--- src/rtl/if_fetch_unit.sv ---
// Fetch stage feeding the instruction buffer: aligned 64-bit reads split into a two-lane packet pair.
// Optional performance counters are enabled by defining FETCH_PERF_CNT_EN.
package if_fetch_unit_pkg;
    localparam int unsigned XLEN = 32;

    typedef struct packed {
        logic            valid;
        logic [31:0]     inst;
        logic [XLEN-1:0] pc;
        logic [XLEN-1:0] npc;
    } IF_IB_PACKET;
endpackage

module if_fetch_unit
    import if_fetch_unit_pkg::*;
#(
    parameter int unsigned     MAX_OUTSTANDING = 4,
    parameter logic [XLEN-1:0] RESET_PC        = '0
) (
    input  logic             clock,
    input  logic             reset,
    input  logic             squash,
    input  logic [XLEN-1:0]  branch_target,
    input  logic             ib_ready,
    output logic             mem_req_valid,
    input  logic             mem_req_ready,
    output logic [XLEN-1:0]  mem_req_addr,
    input  logic             mem_rsp_valid,
    input  logic [63:0]      mem_rsp_data,
    output IF_IB_PACKET      if_ib_packet [0:1]
`ifdef FETCH_PERF_CNT_EN
    ,
    output logic [31:0]      perf_req_cnt,
    output logic [31:0]      perf_drop_cnt,
    output logic [31:0]      perf_stall_cnt
`endif
);
    localparam int unsigned     CNT_W      = $clog2(MAX_OUTSTANDING + 1);
    // Repeated redirects while memory is slow can stack stale responses beyond MAX_OUTSTANDING.
    localparam int unsigned     DROP_W     = CNT_W + 4;
    localparam logic [XLEN-1:0] ALIGN_MASK = ~XLEN'(7);

    logic [XLEN-1:0]   fetch_pc;
    logic [XLEN-1:0]   resp_pc;
    logic [CNT_W-1:0]  outstanding;
    logic [DROP_W-1:0] drop;
    logic              hold_valid;
    logic [63:0]       hold_data;
    logic [XLEN-1:0]   hold_pc;
    logic              out_valid;
    logic [63:0]       out_data;
    logic [XLEN-1:0]   out_pc;
    logic              running;

    logic [CNT_W:0]    in_use;
    logic              accept;
    logic              rsp_live;
    logic              rsp_drop;
    logic [DROP_W-1:0] pending;
    logic [DROP_W-1:0] drop_after_flush;

    always_comb begin
        in_use           = {1'b0, outstanding} + (CNT_W + 1)'(hold_valid);
        mem_req_valid    = running && !reset && !squash
                           && (in_use < (CNT_W + 1)'(MAX_OUTSTANDING));
        mem_req_addr     = fetch_pc;
        accept           = mem_req_valid && mem_req_ready;
        rsp_live         = mem_rsp_valid && (drop == '0);
        rsp_drop         = mem_rsp_valid && (drop != '0);
        // Everything in flight becomes stale; a response arriving now is the oldest of them.
        pending          = drop + DROP_W'(outstanding);
        drop_after_flush = pending - DROP_W'(mem_rsp_valid && (pending != '0));
    end

    always_ff @(posedge clock) begin
        running <= !reset;
    end

    always_ff @(posedge clock) begin
        if (reset) begin
            fetch_pc    <= RESET_PC & ALIGN_MASK;
            resp_pc     <= RESET_PC & ALIGN_MASK;
            outstanding <= '0;
            // A reset held past its first cycle is treated as power-on and forgets stale reads.
            drop        <= running ? drop_after_flush : '0;
            hold_valid  <= 1'b0;
            out_valid   <= 1'b0;
        end else if (squash) begin
            fetch_pc    <= branch_target & ALIGN_MASK;
            resp_pc     <= branch_target & ALIGN_MASK;
            outstanding <= '0;
            drop        <= drop_after_flush;
            hold_valid  <= 1'b0;
            out_valid   <= 1'b0;
        end else begin
            if (accept)   fetch_pc <= fetch_pc + XLEN'(8);
            if (rsp_live) resp_pc  <= resp_pc + XLEN'(8);
            if (rsp_drop) drop     <= drop - DROP_W'(1);
            outstanding <= outstanding + CNT_W'(accept) - CNT_W'(rsp_live);
            out_valid   <= 1'b0;

            if (hold_valid) begin
                if (ib_ready) begin
                    out_valid  <= 1'b1;
                    out_data   <= hold_data;
                    out_pc     <= hold_pc;
                    hold_valid <= rsp_live;
                    if (rsp_live) begin
                        hold_data <= mem_rsp_data;
                        hold_pc   <= resp_pc;
                    end
                end
            end else if (rsp_live) begin
                if (ib_ready) begin
                    out_valid <= 1'b1;
                    out_data  <= mem_rsp_data;
                    out_pc    <= resp_pc;
                end else begin
                    hold_valid <= 1'b1;
                    hold_data  <= mem_rsp_data;
                    hold_pc    <= resp_pc;
                end
            end
        end
    end

    always_comb begin
        if_ib_packet[0].valid = out_valid;
        if_ib_packet[0].inst  = out_data[31:0];
        if_ib_packet[0].pc    = out_pc;
        if_ib_packet[0].npc   = out_pc + XLEN'(4);
        if_ib_packet[1].valid = out_valid;
        if_ib_packet[1].inst  = out_data[63:32];
        if_ib_packet[1].pc    = out_pc + XLEN'(4);
        if_ib_packet[1].npc   = out_pc + XLEN'(8);
    end

`ifdef FETCH_PERF_CNT_EN
    always_ff @(posedge clock) begin
        if (reset) begin
            perf_req_cnt   <= '0;
            perf_drop_cnt  <= '0;
            perf_stall_cnt <= '0;
        end else begin
            if (accept)                             perf_req_cnt   <= perf_req_cnt + 32'd1;
            if (mem_rsp_valid && (squash || rsp_drop)) perf_drop_cnt <= perf_drop_cnt + 32'd1;
            if (hold_valid && !ib_ready)            perf_stall_cnt <= perf_stall_cnt + 32'd1;
        end
    end
`endif

endmodule

--- config.mk ---
export PLATFORM = sky130hd
export DESIGN_NAME = if_fetch_unit
export DESIGN_NICKNAME = d
export VERILOG_FILES = /design/src/rtl/if_fetch_unit.sv
export SDC_FILE = /design/constraint.sdc
export NUM_CORES = 1
export LEC_CHECK = 0
export BUFFER_PORTS_ARGS = -buffer_cell sky130_fd_sc_hd__buf_2
export CAP_MARGIN = 20
export CORE_ASPECT_RATIO = 2
export CORE_MARGIN = 2
export CORE_UTILIZATION = 30
export DETAILED_ROUTE_END_ITERATION = 7
export HOLD_SLACK_MARGIN = 0.15
export PLACE_DENSITY = 0.51
export SLEW_MARGIN = 20
export SYNTH_ARGS = -nofsm -noshare
export SYNTH_HDL_FRONTEND = slang
export SYNTH_SLANG_ARGS = --single-unit
--- constraint.sdc ---
create_clock -name clock -period 10.45 [get_ports clock]
set_clock_uncertainty 0.05 [all_clocks]
set_input_delay 2.09 -clock clock [delete_from_list [all_inputs] [get_ports clock]]
set_output_delay 2.09 -clock clock [all_outputs]
set_load 0.1 [all_outputs]
==> results of run 1 <==
registers in the layout (all words and copies together) (netlist names):
name,count
running,1
resp_pc,29
out_data,64
hold_valid,1
outstanding,3
hold_pc,29
mem_req_addr,29
out_valid,1
drop,7
hold_data,64
out_pc,29
report_power, final:
group / total [mW] / switching, mW / internal [mW] / leakage, nW
registers: 1.19 / 0.0522 / 1.14 / 2.29
clock network: 0.896 / 0.382 / 0.514 / 0.380
logic: 0.378 / 0.260 / 0.119 / 2.73
total: 2.46 / 0.694 / 1.77 / 5.40
Yosys cell counts (all sizes together) (4+ instances only):
master	n
nand3	42
a21oi	41
nand4	21
buf	84
o21a	4
or3	4
a211oi	13
ha	13
nor2	49
mux2	101
o21ai	22
nor3	15
xor2	24
nand2	78
xnor2	50
a31oi	8
a21boi	11
and4	9
clkbuf	25
and3	21
or4	7
inv	18
dfxtp	64
nor4	6
edfxtp	193
routing by layer:
layer | global-route usage | up-vias | wire length [um]
met5 | 0 | - | 0
met4 | 0.0566 | 0 | 996
met3 | 0.0165 | 58 | 1410
met2 | 0.287 | 285 | 17700
met1 | 0.157 | 3935 | 11600
li1 | - | 3959 | -
layout by cell type (no fill, tap or decap), drive strengths merged, types with 15 or more instances in the layout:
master  count
inv        17
and3       21
nor2       49
clkbuf     31
buf       318
o21ai      22
a21oi      41
nor3       15
dfxtp      64
xor2       24
nand3      42
nand2      78
nand4      21
xnor2      50
mux2      101
conb       15
edfxtp    193
final timing paths:
kind / start / endpoint / slack [ns]
setup / recovery: reset / mem_req_valid / 4.82
hold reg to reg: resp_pc[31] / hold_pc[31] / 0.44
hold / removal: resp_pc[31] / hold_pc[31] / 0.44
setup reg to reg: drop[0] / drop[5] / 6.68
metrics by stage:
step	utilization	total power [mW]	cells
detailed placement	0.345	1.59	1708
global placement	0.345	1.59	1708
finish	0.365	2.46	1753
CTS	0.365	2.50	1753
floorplan	-	1.51	974
global route	0.365	2.57	1753
logic make-up after synthesis:
kind of cell / count (synthesis) / synth area share
other: 2 / 0.000625
XOR/XNOR: 74 / 0.0545
flip-flops: 257 / 0.589
multiplexers: 103 / 0.0963
adder cells (fa/ha/maj): 15 / 0.0169
AO/OA/AOI/OAI: 117 / 0.0606
buffers and inverters: 127 / 0.0646
AND/OR/NAND/NOR: 266 / 0.118
worst max-delay path: stages:
cell	delay (ns)
sky130_fd_sc_hd__buf_2	0.09
sky130_fd_sc_hd__buf_4	0.30
sky130_fd_sc_hd__nor2_4	0.30
sky130_fd_sc_hd__nand3_1	0.11
sky130_fd_sc_hd__nor2_1	0.13
sky130_fd_sc_hd__buf_2	0.44
final cells by class:
type / instances / area, sq um
clock buffer: 31 / 648
clock inverter: 14 / 145
fill: 3961 / 25100
inverter: 18 / 67.6
multi-input combinational: 590 / 4230
sequential: 257 / 7080
tap: 525 / 657
timing repair buffer: 318 / 1610
==> metrics.txt, run 1 <==
# TYPE chip_impl_metric gauge
chip_impl_info{name="outcome",value="finished, final reports clean"} 1
chip_impl_metric{name="tightest_slew",unit="ns"} 0.995
chip_impl_metric{name="max_freq",unit="MHz"} 178
chip_impl_metric{name="route.vias.total",unit=""} 8237
chip_impl_metric{name="area.growth.synth_to_final",unit="%"} 20.1
chip_impl_metric{name="cts_hold_repair.buffers",unit=""} 0
chip_impl_info{name="ys_top_cells_by_area",value="sky130_fd_sc_hd__edfxtp_1, sky130_fd_sc_hd__dfxtp_1, sky130_fd_sc_hd__mux2_2"} 1
chip_impl_metric{name="final.min_clock_period",unit="ns"} 5.63
chip_impl_metric{name="ff2ff_path_depth",unit=""} 15
chip_impl_metric{name="maxSlewViolCount",unit=""} 0
chip_impl_metric{name="die_area",unit="sq mm"} 0.0418
chip_impl_info{name="start_kind",value="primary input"} 1
chip_impl_metric{name="netlist_area",unit="sq mm"} 0.0120
chip_impl_metric{name="gpl.final_weighted_congestion",unit=""} 0.815
chip_impl_metric{name="worst_rel_slew_slack",unit=""} 0.330
chip_impl_metric{name="detail_route.first_pass.iterations",unit=""} 5
chip_impl_metric{name="final.period_utilization",unit=""} 0.538
chip_impl_metric{name="pin_count_of_the_biggest_net_entering_global_routing",unit=""} 69
chip_impl_metric{name="initial_utilization",unit=""} 0.304
chip_impl_metric{name="pre_cts_slack",unit="ns"} 4.84
chip_impl_info{name="rsz0062_at_grt",value="no"} 1
chip_impl_metric{name="synth_edf_count",unit=""} 193
chip_impl_metric{name="asyncSetResetFlopFracSynth",unit=""} 0
chip_impl_info{name="synth_area_leader_cell",value="sky130_fd_sc_hd__edfxtp_1"} 1
chip_impl_metric{name="numClockSinks",unit=""} 257
chip_impl_info{name="critical_path_class",value="primary input to output port"} 1
chip_impl_metric{name="globalRouteTotalUtil",unit=""} 0.146
chip_impl_metric{name="final.hold.worst_slack",unit="ns"} 0.442
chip_impl_metric{name="drtIter0Drc",unit=""} 394
chip_impl_metric{name="boundaryPins",unit=""} 329
chip_impl_metric{name="layout-drive-gt1-share",unit=""} 0.385
chip_impl_metric{name="n_antenna_cell",unit=""} 0
chip_impl_metric{name="htree_levels",unit=""} 1
chip_impl_metric{name="max_cap_viols",unit=""} 0
chip_impl_metric{name="setup_violating_endpoint_count_in_the_final_report",unit=""} 0
chip_impl_metric{name="rows",unit=""} 103
chip_impl_metric{name="synthDistinctLibCells",unit=""} 66
chip_impl_info{name="cts_tree",value="yes"} 1
chip_impl_metric{name="hold_viol_final",unit=""} 0
chip_impl_metric{name="route.detailed.vias_per_inst",unit=""} 4.70
chip_impl_metric{name="wl_per_cell",unit="um"} 18.0
chip_impl_metric{name="coreArea",unit="sq mm"} 0.0396
chip_impl_metric{name="vias_in_the_first_global_route",unit=""} 8195
chip_impl_metric{name="globalRoute.totalOverflow",unit=""} 0
chip_impl_metric{name="postCtsSetupRepairBufs",unit=""} 0
chip_impl_metric{name="drc",unit=""} 0
chip_impl_metric{name="ir_drop",unit="mV"} 0.128
chip_impl_metric{name="synth_top_cell_area_share",unit=""} 0.482
chip_impl_metric{name="dp_hpwl",unit="um"} 23200
chip_impl_metric{name="clock_latency",unit="ns"} 0.52
chip_impl_metric{name="worstHoldPathCells",unit=""} 0
chip_impl_metric{name="cellLeakagePower",unit="nW"} 5.40
chip_impl_metric{name="clk_path_buf_depth",unit=""} 3
chip_impl_metric{name="global_route_wire_length_before_repair",unit="um"} 48000
chip_impl_metric{name="postPlaceCellArea",unit="sq mm"} 0.0136
chip_impl_metric{name="cellPowerDensity",unit="mW/mm^2"} 171
chip_impl_metric{name="synthCells",unit=""} 961
chip_impl_metric{name="ys_ff_latch",unit=""} 257
chip_impl_metric{name="final_net_count",unit=""} 1327
chip_impl_metric{name="final_design_area_no_fill",unit="sq mm"} 0.0144
chip_impl_metric{name="finalWirelength",unit="um"} 31600
chip_impl_metric{name="postLayoutSetupSlackWorst",unit="ns"} 4.82
chip_impl_info{name="cts.root.buffer_cell",value="sky130_fd_sc_hd__clkbuf_16"} 1
chip_impl_info{name="timing.critical_path.to_type",value="output port"} 1
chip_impl_metric{name="ys_warn_count",unit=""} 0
chip_impl_metric{name="worst-endpoint-required",unit="ns"} 8.31
chip_impl_metric{name="synth.yosys.seq_area_share",unit=""} 0.589
chip_impl_metric{name="die_height",unit="um"} 287
chip_impl_metric{name="fin_setup_tns",unit="ns"} 0
chip_impl_info{name="hold_path_class",value="flop to flop"} 1
chip_impl_metric{name="numCtsBuffers",unit=""} 25
chip_impl_metric{name="postSynthAreaPerCell",unit="sq um"} 12.5
chip_impl_info{name="ys.flop_type",value="sky130_fd_sc_hd__edfxtp_1"} 1
chip_impl_metric{name="postRouteAntennaNets",unit=""} 0
chip_impl_metric{name="clk_pin_slew",unit="ns"} 0.06
chip_impl_metric{name="dieWidth",unit="um"} 146
chip_impl_metric{name="critical_path_arrival",unit="ns"} 3.49
chip_impl_metric{name="path_max_fanout",unit=""} 50
chip_impl_metric{name="grt_antenna_before_repair",unit=""} 0
chip_impl_metric{name="io_buffer_count",unit=""} 310
chip_impl_metric{name="cts-resized-gates",unit=""} 0
No activity file was read; power rests on OpenSTA's default activity.
==> run 2, diff against run 1 <==
- clock period: 10.45 -> 5.5 ns (I/O delays scaled with it)
==> metrics.txt, run 2 (synthesis gave the netlist of run 1 again) <==
# TYPE chip_impl_metric gauge
chip_impl_info{name="outcome",value="finished, final reports clean"} 1
chip_impl_metric{name="maxSlewViolCount",unit=""} 0
chip_impl_metric{name="postLayoutSetupSlackWorst",unit="ns"} 1.08
chip_impl_metric{name="wl_per_cell",unit="um"} 18.3
chip_impl_info{name="mostFrequentLayoutCells",value="sky130_fd_sc_hd__buf_2, sky130_fd_sc_hd__edfxtp_1, sky130_fd_sc_hd__mux2_2"} 1
chip_impl_metric{name="vias_in_the_first_global_route",unit=""} 8225
chip_impl_metric{name="dieWidth",unit="um"} 146
chip_impl_metric{name="placedCellCount",unit=""} 1710
chip_impl_metric{name="setup_violating_endpoint_count_in_the_final_report",unit=""} 0
chip_impl_info{name="critical_path_class",value="flop to output port"} 1
chip_impl_metric{name="postCtsSetupRepairBufs",unit=""} 0
chip_impl_metric{name="final.period_utilization",unit=""} 0.803
chip_impl_metric{name="critical_path_arrival",unit="ns"} 3.27
chip_impl_info{name="most_common_library_cell_in_the_layout_ignoring_fill_and_taps",value="sky130_fd_sc_hd__buf_2"} 1
chip_impl_metric{name="rows",unit=""} 103
chip_impl_metric{name="io_buffer_count",unit=""} 310
chip_impl_metric{name="layout.cells.non_filler",unit=""} 1755
chip_impl_metric{name="hold_viol_final",unit=""} 0
chip_impl_metric{name="final.hold.worst_slack",unit="ns"} 0.449
chip_impl_metric{name="gpl.final_weighted_congestion",unit=""} 0.839
chip_impl_metric{name="pre_cts_slack",unit="ns"} 1.56
chip_impl_metric{name="cellPowerDensity",unit="mW/mm^2"} 322
chip_impl_metric{name="globalRoute.totalOverflow",unit=""} 0
chip_impl_metric{name="final_net_count",unit=""} 1329
chip_impl_metric{name="ir_drop",unit="mV"} 0.179
chip_impl_metric{name="final.min_clock_period",unit="ns"} 4.42
chip_impl_metric{name="post-layout-total-power",unit="mW"} 4.65
chip_impl_metric{name="clk_path_buf_depth",unit=""} 3
chip_impl_metric{name="fin_setup_tns",unit="ns"} 0
chip_impl_metric{name="numCtsBuffers",unit=""} 25
chip_impl_metric{name="numClockSinks",unit=""} 257
chip_impl_metric{name="clock_latency",unit="ns"} 0.54
chip_impl_info{name="hold_path_class",value="flop to flop"} 1
chip_impl_metric{name="finalWirelength",unit="um"} 32200
chip_impl_metric{name="route.detailed.vias_per_inst",unit=""} 4.68
chip_impl_metric{name="route.vias.total",unit=""} 8205
chip_impl_metric{name="global_route_wire_length_before_repair",unit="um"} 48700
chip_impl_metric{name="cts_hold_repair.buffers",unit=""} 0
chip_impl_metric{name="coreArea",unit="sq mm"} 0.0396
chip_impl_info{name="cts_tree",value="yes"} 1
chip_impl_metric{name="cts-resized-gates",unit=""} 0
chip_impl_metric{name="htree_levels",unit=""} 1
chip_impl_metric{name="dp_hpwl",unit="um"} 23600
chip_impl_metric{name="drc",unit=""} 0
chip_impl_info{name="cts.root.buffer_cell",value="sky130_fd_sc_hd__clkbuf_16"} 1
chip_impl_metric{name="drtIter0Drc",unit=""} 344
chip_impl_metric{name="postRouteAntennaNets",unit=""} 0
chip_impl_metric{name="layout-drive-gt1-share",unit=""} 0.391
chip_impl_metric{name="die_area",unit="sq mm"} 0.0418
chip_impl_metric{name="globalRouteTotalUtil",unit=""} 0.149
chip_impl_metric{name="max_freq",unit="MHz"} 226
chip_impl_metric{name="cellLeakagePower",unit="nW"} 5.42
chip_impl_info{name="rsz0062_at_grt",value="no"} 1
chip_impl_metric{name="max_cap_viols",unit=""} 0
chip_impl_metric{name="pin_count_of_the_biggest_net_entering_global_routing",unit=""} 94
chip_impl_metric{name="worst-endpoint-required",unit="ns"} 4.35
chip_impl_metric{name="die_height",unit="um"} 287
chip_impl_metric{name="clk_pin_slew",unit="ns"} 0.06
chip_impl_info{name="registers_with_the_most_flip_flops",value="hold_data: 64 flops, out_data: 64 flops"} 1
chip_impl_metric{name="boundaryPins",unit=""} 329
chip_impl_metric{name="worst_rel_slew_slack",unit=""} 0.395
chip_impl_metric{name="fillerInstances",unit=""} 3969
chip_impl_info{name="timing.critical_path.to_type",value="output port"} 1
chip_impl_metric{name="area.growth.synth_to_final",unit="%"} 20.3
chip_impl_metric{name="detail_route.first_pass.iterations",unit=""} 5
chip_impl_metric{name="initial_utilization",unit=""} 0.304
chip_impl_info{name="start_kind",value="flop"} 1
chip_impl_metric{name="grt_antenna_before_repair",unit=""} 2
chip_impl_metric{name="path_max_fanout",unit=""} 8
chip_impl_metric{name="tightest_slew",unit="ns"} 0.907
## run 2: worst paths after layout
path | startpoint | to | slack, ns | cells after the start
setup / recovery | out_pc[3] | if_ib_packet[31] | 1.08 | 7
hold / removal | resp_pc[31] | hold_pc[31] | 0.45 | 0
setup reg to reg | outstanding[0] | drop[5] | 1.83 | 15
hold reg to reg | resp_pc[31] | hold_pc[31] | 0.45 | 0
## run 2: worst max-delay path, cell delays in order, from the launching register on
cell and delay (ns):
sky130_fd_sc_hd__edfxtp_1 0.51, sky130_fd_sc_hd__ha_1 0.25, sky130_fd_sc_hd__and3_1 0.44, sky130_fd_sc_hd__nand3_1 0.22
sky130_fd_sc_hd__nor2_1 0.50, sky130_fd_sc_hd__nand4_1 0.18, sky130_fd_sc_hd__xnor2_1 0.17, sky130_fd_sc_hd__buf_2 0.44
## run 2: per-layer routing
| layer | vias to the layer above | track usage | wire length, um |
|---|---|---|---|
| li1 | 3946 | - | - |
| met1 | 3956 | 0.156 | 11700 |
| met2 | 249 | 0.299 | 18300 |
| met3 | 54 | 0.0154 | 1220 |
| met4 | 0 | 0.0586 | 1020 |
| met5 | - | 0 | 0 |
## run 2: where the power goes
group	internal [mW]	switching, mW	leakage [nW]
registers	2.16	0.0962	2.29
clock network	0.923	0.753	0.387
logic	0.227	0.492	2.75
total	3.31	1.34	5.42
## run 2: stage by stage
step	utilization	cell area, sq um
2_1_floorplan	-	12100
6_report	0.365	14500
3_3_place_gp	0.346	13700
5_1_grt	0.365	14500
4_1_cts	0.365	14500
3_5_place_dp	0.346	13700
## run 2: area by class of cell
class                           count  area [sq um]  share of cell area
Antenna cell                        1          2.50            0.000173
Clock buffer                       30           676              0.0467
Clock inverter                     14           103             0.00710
Inverter                           18          67.6             0.00467
Multi-Input combinational cell    590          4240               0.293
Sequential cell                   257          7080               0.490
Tap cell                          525           657              0.0454
Timing Repair Buffer              320          1640               0.113
==> run 3, diff against run 2 <==
- PLACE_DENSITY: 0.51 -> 0.52
- clock period: 5.5 -> 3.7 ns (I/O delays scaled with it)
==> metrics.txt, run 3 (synthesis gave the netlist of run 1 again) <==
# TYPE chip_impl_metric gauge
chip_impl_info{name="r2r-start",value="drop[0]"} 1
chip_impl_metric{name="gpl.final_weighted_congestion",unit=""} 0.857
chip_impl_metric{name="detail_route.first_pass.iterations",unit=""} 6
chip_impl_metric{name="tightest_slew",unit="ns"} 0.854
chip_impl_metric{name="globalRoute.totalOverflow",unit=""} 0
chip_impl_metric{name="die_height",unit="um"} 287
chip_impl_info{name="cpLargestDelayFamily",value="simple AND/OR/NAND/NOR gates"} 1
chip_impl_metric{name="worstHoldPathCells",unit=""} 1
chip_impl_info{name="slowest_stage_cell_cp",value="sky130_fd_sc_hd__edfxtp_1"} 1
chip_impl_metric{name="layout-drive-gt1-share",unit=""} 0.421
chip_impl_metric{name="path_max_fanout",unit=""} 7
chip_impl_metric{name="io_buffer_count",unit=""} 310
chip_impl_info{name="cts_tree",value="yes"} 1
chip_impl_info{name="worstPathCellList",value="and3_1 > and4_2 > nand3_1 > nor2_4 > nand4_1 > xnor2_4 > buf_12"} 1
chip_impl_metric{name="vias_in_the_first_global_route",unit=""} 8322
chip_impl_metric{name="pin_count_of_the_biggest_net_entering_global_routing",unit=""} 62
chip_impl_metric{name="switching_power",unit="mW"} 2.04
chip_impl_metric{name="global_route_wire_length_before_repair",unit="um"} 48900
chip_impl_metric{name="clk_path_buf_depth",unit=""} 3
chip_impl_metric{name="area.growth.synth_to_final",unit="%"} 26.0
chip_impl_info{name="rsz0062_at_grt",value="no"} 1
chip_impl_metric{name="fillerInstances",unit=""} 3919
chip_impl_metric{name="drtIter0Drc",unit=""} 312
chip_impl_metric{name="grt_antenna_before_repair",unit=""} 2
chip_impl_metric{name="multi_input_area",unit="sq mm"} 0.00456
chip_impl_metric{name="cellLeakagePower",unit="nW"} 5.70
chip_impl_metric{name="coreArea",unit="sq mm"} 0.0396
chip_impl_metric{name="hold_viol_final",unit=""} 0
chip_impl_metric{name="max_freq",unit="MHz"} 288
chip_impl_metric{name="numCtsBuffers",unit=""} 25
chip_impl_metric{name="worst-r2r-setup-slack",unit="ns"} 0.28
chip_impl_metric{name="rows",unit=""} 103
chip_impl_metric{name="wl_per_cell",unit="um"} 18.1
chip_impl_metric{name="postPlaceCellArea",unit="sq mm"} 0.0142
chip_impl_metric{name="p_sw_frac",unit=""} 0.288
chip_impl_metric{name="worst-endpoint-required",unit="ns"} 2.91
chip_impl_metric{name="share_seq_of_total_power",unit=""} 0.471
chip_impl_metric{name="clkPwrFrac",unit=""} 0.369
chip_impl_metric{name="initial_utilization",unit=""} 0.304
chip_impl_metric{name="final_design_area_no_fill",unit="sq mm"} 0.0151
chip_impl_info{name="start_kind",value="flop"} 1
chip_impl_metric{name="internal-power",unit="mW"} 5.05
chip_impl_metric{name="dp_hpwl",unit="um"} 24100
chip_impl_metric{name="maxSlewViolCount",unit=""} 0
chip_impl_metric{name="cellPowerDensity",unit="mW/mm^2"} 468
chip_impl_metric{name="finalWirelength",unit="um"} 32200
chip_impl_info{name="registers_with_the_most_flip_flops",value="hold_data: 64 flops, out_data: 64 flops"} 1
chip_impl_info{name="hold_path_class",value="primary input to flop"} 1
chip_impl_info{name="timing.rr.end",value="drop[5]"} 1
chip_impl_metric{name="final.period_utilization",unit=""} 0.938
chip_impl_metric{name="htree_levels",unit=""} 1
chip_impl_metric{name="die_area",unit="sq mm"} 0.0418
chip_impl_info{name="outcome",value="finished, final reports clean"} 1
chip_impl_metric{name="postLayoutSetupSlackWorst",unit="ns"} 0.231
chip_impl_metric{name="clk_pin_slew",unit="ns"} 0.07
chip_impl_metric{name="final.hold.worst_slack",unit="ns"} 0.336
chip_impl_metric{name="share_comb_of_total_power",unit=""} 0.160
chip_impl_metric{name="dieWidth",unit="um"} 146
chip_impl_metric{name="max_stage_delay_on_crit_path",unit="ns"} 0.48
chip_impl_info{name="mostFrequentLayoutCells",value="sky130_fd_sc_hd__buf_2, sky130_fd_sc_hd__edfxtp_1, sky130_fd_sc_hd__mux2_2"} 1
chip_impl_metric{name="worst_rel_slew_slack",unit=""} 0.431
chip_impl_info{name="critical_path_class",value="flop to output port"} 1
chip_impl_metric{name="route.detailed.vias_per_inst",unit=""} 4.67
chip_impl_metric{name="pre_cts_slack",unit="ns"} 0.0937
chip_impl_metric{name="drc",unit=""} 0
chip_impl_metric{name="seqCellArea",unit="sq mm"} 0.00708
chip_impl_info{name="cts.root.buffer_cell",value="sky130_fd_sc_hd__clkbuf_16"} 1
chip_impl_metric{name="cp_bufs_invs",unit=""} 1
chip_impl_metric{name="post-layout-total-power",unit="mW"} 7.09
chip_impl_metric{name="max_cap_viols",unit=""} 0
chip_impl_metric{name="finalCoreUtilization",unit=""} 0.383
chip_impl_info{name="timing.hold.worst_endpoint",value="hold_data[58]"} 1
chip_impl_info{name="most_common_library_cell_in_the_layout_ignoring_fill_and_taps",value="sky130_fd_sc_hd__buf_2"} 1
chip_impl_metric{name="ir_drop",unit="mV"} 0.325
chip_impl_metric{name="critical_path_arrival",unit="ns"} 2.68
chip_impl_info{name="timing.critical_path.to_type",value="output port"} 1
chip_impl_metric{name="final_net_count",unit=""} 1347
chip_impl_metric{name="numClockSinks",unit=""} 257
chip_impl_metric{name="ff2ff_path_depth",unit=""} 15
chip_impl_metric{name="final.min_clock_period",unit="ns"} 3.47
chip_impl_metric{name="globalRouteTotalUtil",unit=""} 0.150
chip_impl_metric{name="boundaryPins",unit=""} 329
chip_impl_metric{name="clock_latency",unit="ns"} 0.54
chip_impl_metric{name="route.vias.total",unit=""} 8290
chip_impl_info{name="timing.hold.worst.start",value="mem_rsp_data[58]"} 1
chip_impl_metric{name="postRouteAntennaNets",unit=""} 0
chip_impl_metric{name="setup_violating_endpoint_count_in_the_final_report",unit=""} 0
run 3: how the worst max path moves through the flow:
| stage | endpoint | start | slack (ns) | depth (start not counted) |
|---|---|---|---|---|
| after global placement | drop[5] | outstanding[0] | 0.14 | 15 |
| after floorplan | if_ib_packet[16] | out_pc[11] | -0.49 | 4 |
| after detailed placement | drop[5] | outstanding[0] | 0.09 | 15 |
| after global routing | if_ib_packet[24] | out_pc[5] | 0.03 | 7 |
| final | if_ib_packet[24] | out_pc[5] | 0.23 | 7 |
| after CTS | if_ib_packet[20] | out_pc[5] | 0.01 | 7 |
run 3: cell type report:
| cell class | instances | share of cell area |
|---|---|---|
| Sequential cell | 257 | 0.468 |
| Clock inverter | 14 | 0.00983 |
| Timing Repair Buffer | 338 | 0.128 |
| Antenna cell | 1 | 0.000165 |
| Multi-Input combinational cell | 590 | 0.301 |
| Inverter | 18 | 0.00446 |
| Tap cell | 525 | 0.0434 |
| Clock buffer | 32 | 0.0450 |
run 3: per-stage QoR:
stage	instances	TNS, ns
after CTS	1771	0
after floorplan	974	-30.07
after global placement	1723	0
after global routing	1775	0
final	1775	0
after detailed placement	1723	0
run 3: worst register-to-register path: stages, from the launching register on:
cell and delay, ns:
sky130_fd_sc_hd__edfxtp_1 0.41, sky130_fd_sc_hd__ha_1 0.22, sky130_fd_sc_hd__inv_1 0.08, sky130_fd_sc_hd__fa_2 0.26
sky130_fd_sc_hd__nor2b_4 0.07, sky130_fd_sc_hd__or4_1 0.42, sky130_fd_sc_hd__a21oi_1 0.18, sky130_fd_sc_hd__o211ai_1 0.11
sky130_fd_sc_hd__and2_1 0.20, sky130_fd_sc_hd__ha_1 0.21, sky130_fd_sc_hd__nand2_1 0.11, sky130_fd_sc_hd__nor2_1 0.07
sky130_fd_sc_hd__and3_1 0.20, sky130_fd_sc_hd__or3_1 0.32, sky130_fd_sc_hd__a21oi_1 0.16, sky130_fd_sc_hd__o31ai_1 0.07
run 3: timing repair:
action | in CTS | in global routing
resized for setup | 4 | 9
pin swaps | 1 | 0
hold buffers | 0 | 0
buffers inserted | 2 | 3
endpoints found under the setup margin | 6 | 8
run 3: power by group through the flow:
stage	Combinational [mW]	Clock (mW)	Sequential [mW]
after global placement	1.12	0	3.40
after CTS	1.13	2.71	3.34
after global routing	1.22	2.78	3.36
after floorplan	0.712	0	3.57
final	1.13	2.62	3.34
after detailed placement	1.13	0	3.40
run 3: metal layers:
layer / routed length [um] / vias up / global-route usage
met5: 0 / - / 0
met4: 1160 / 0 / 0.0645
met3: 1360 / 57 / 0.0192
met2: 18100 / 281 / 0.298
met1: 11600 / 3963 / 0.154
li1: - / 3989 / -
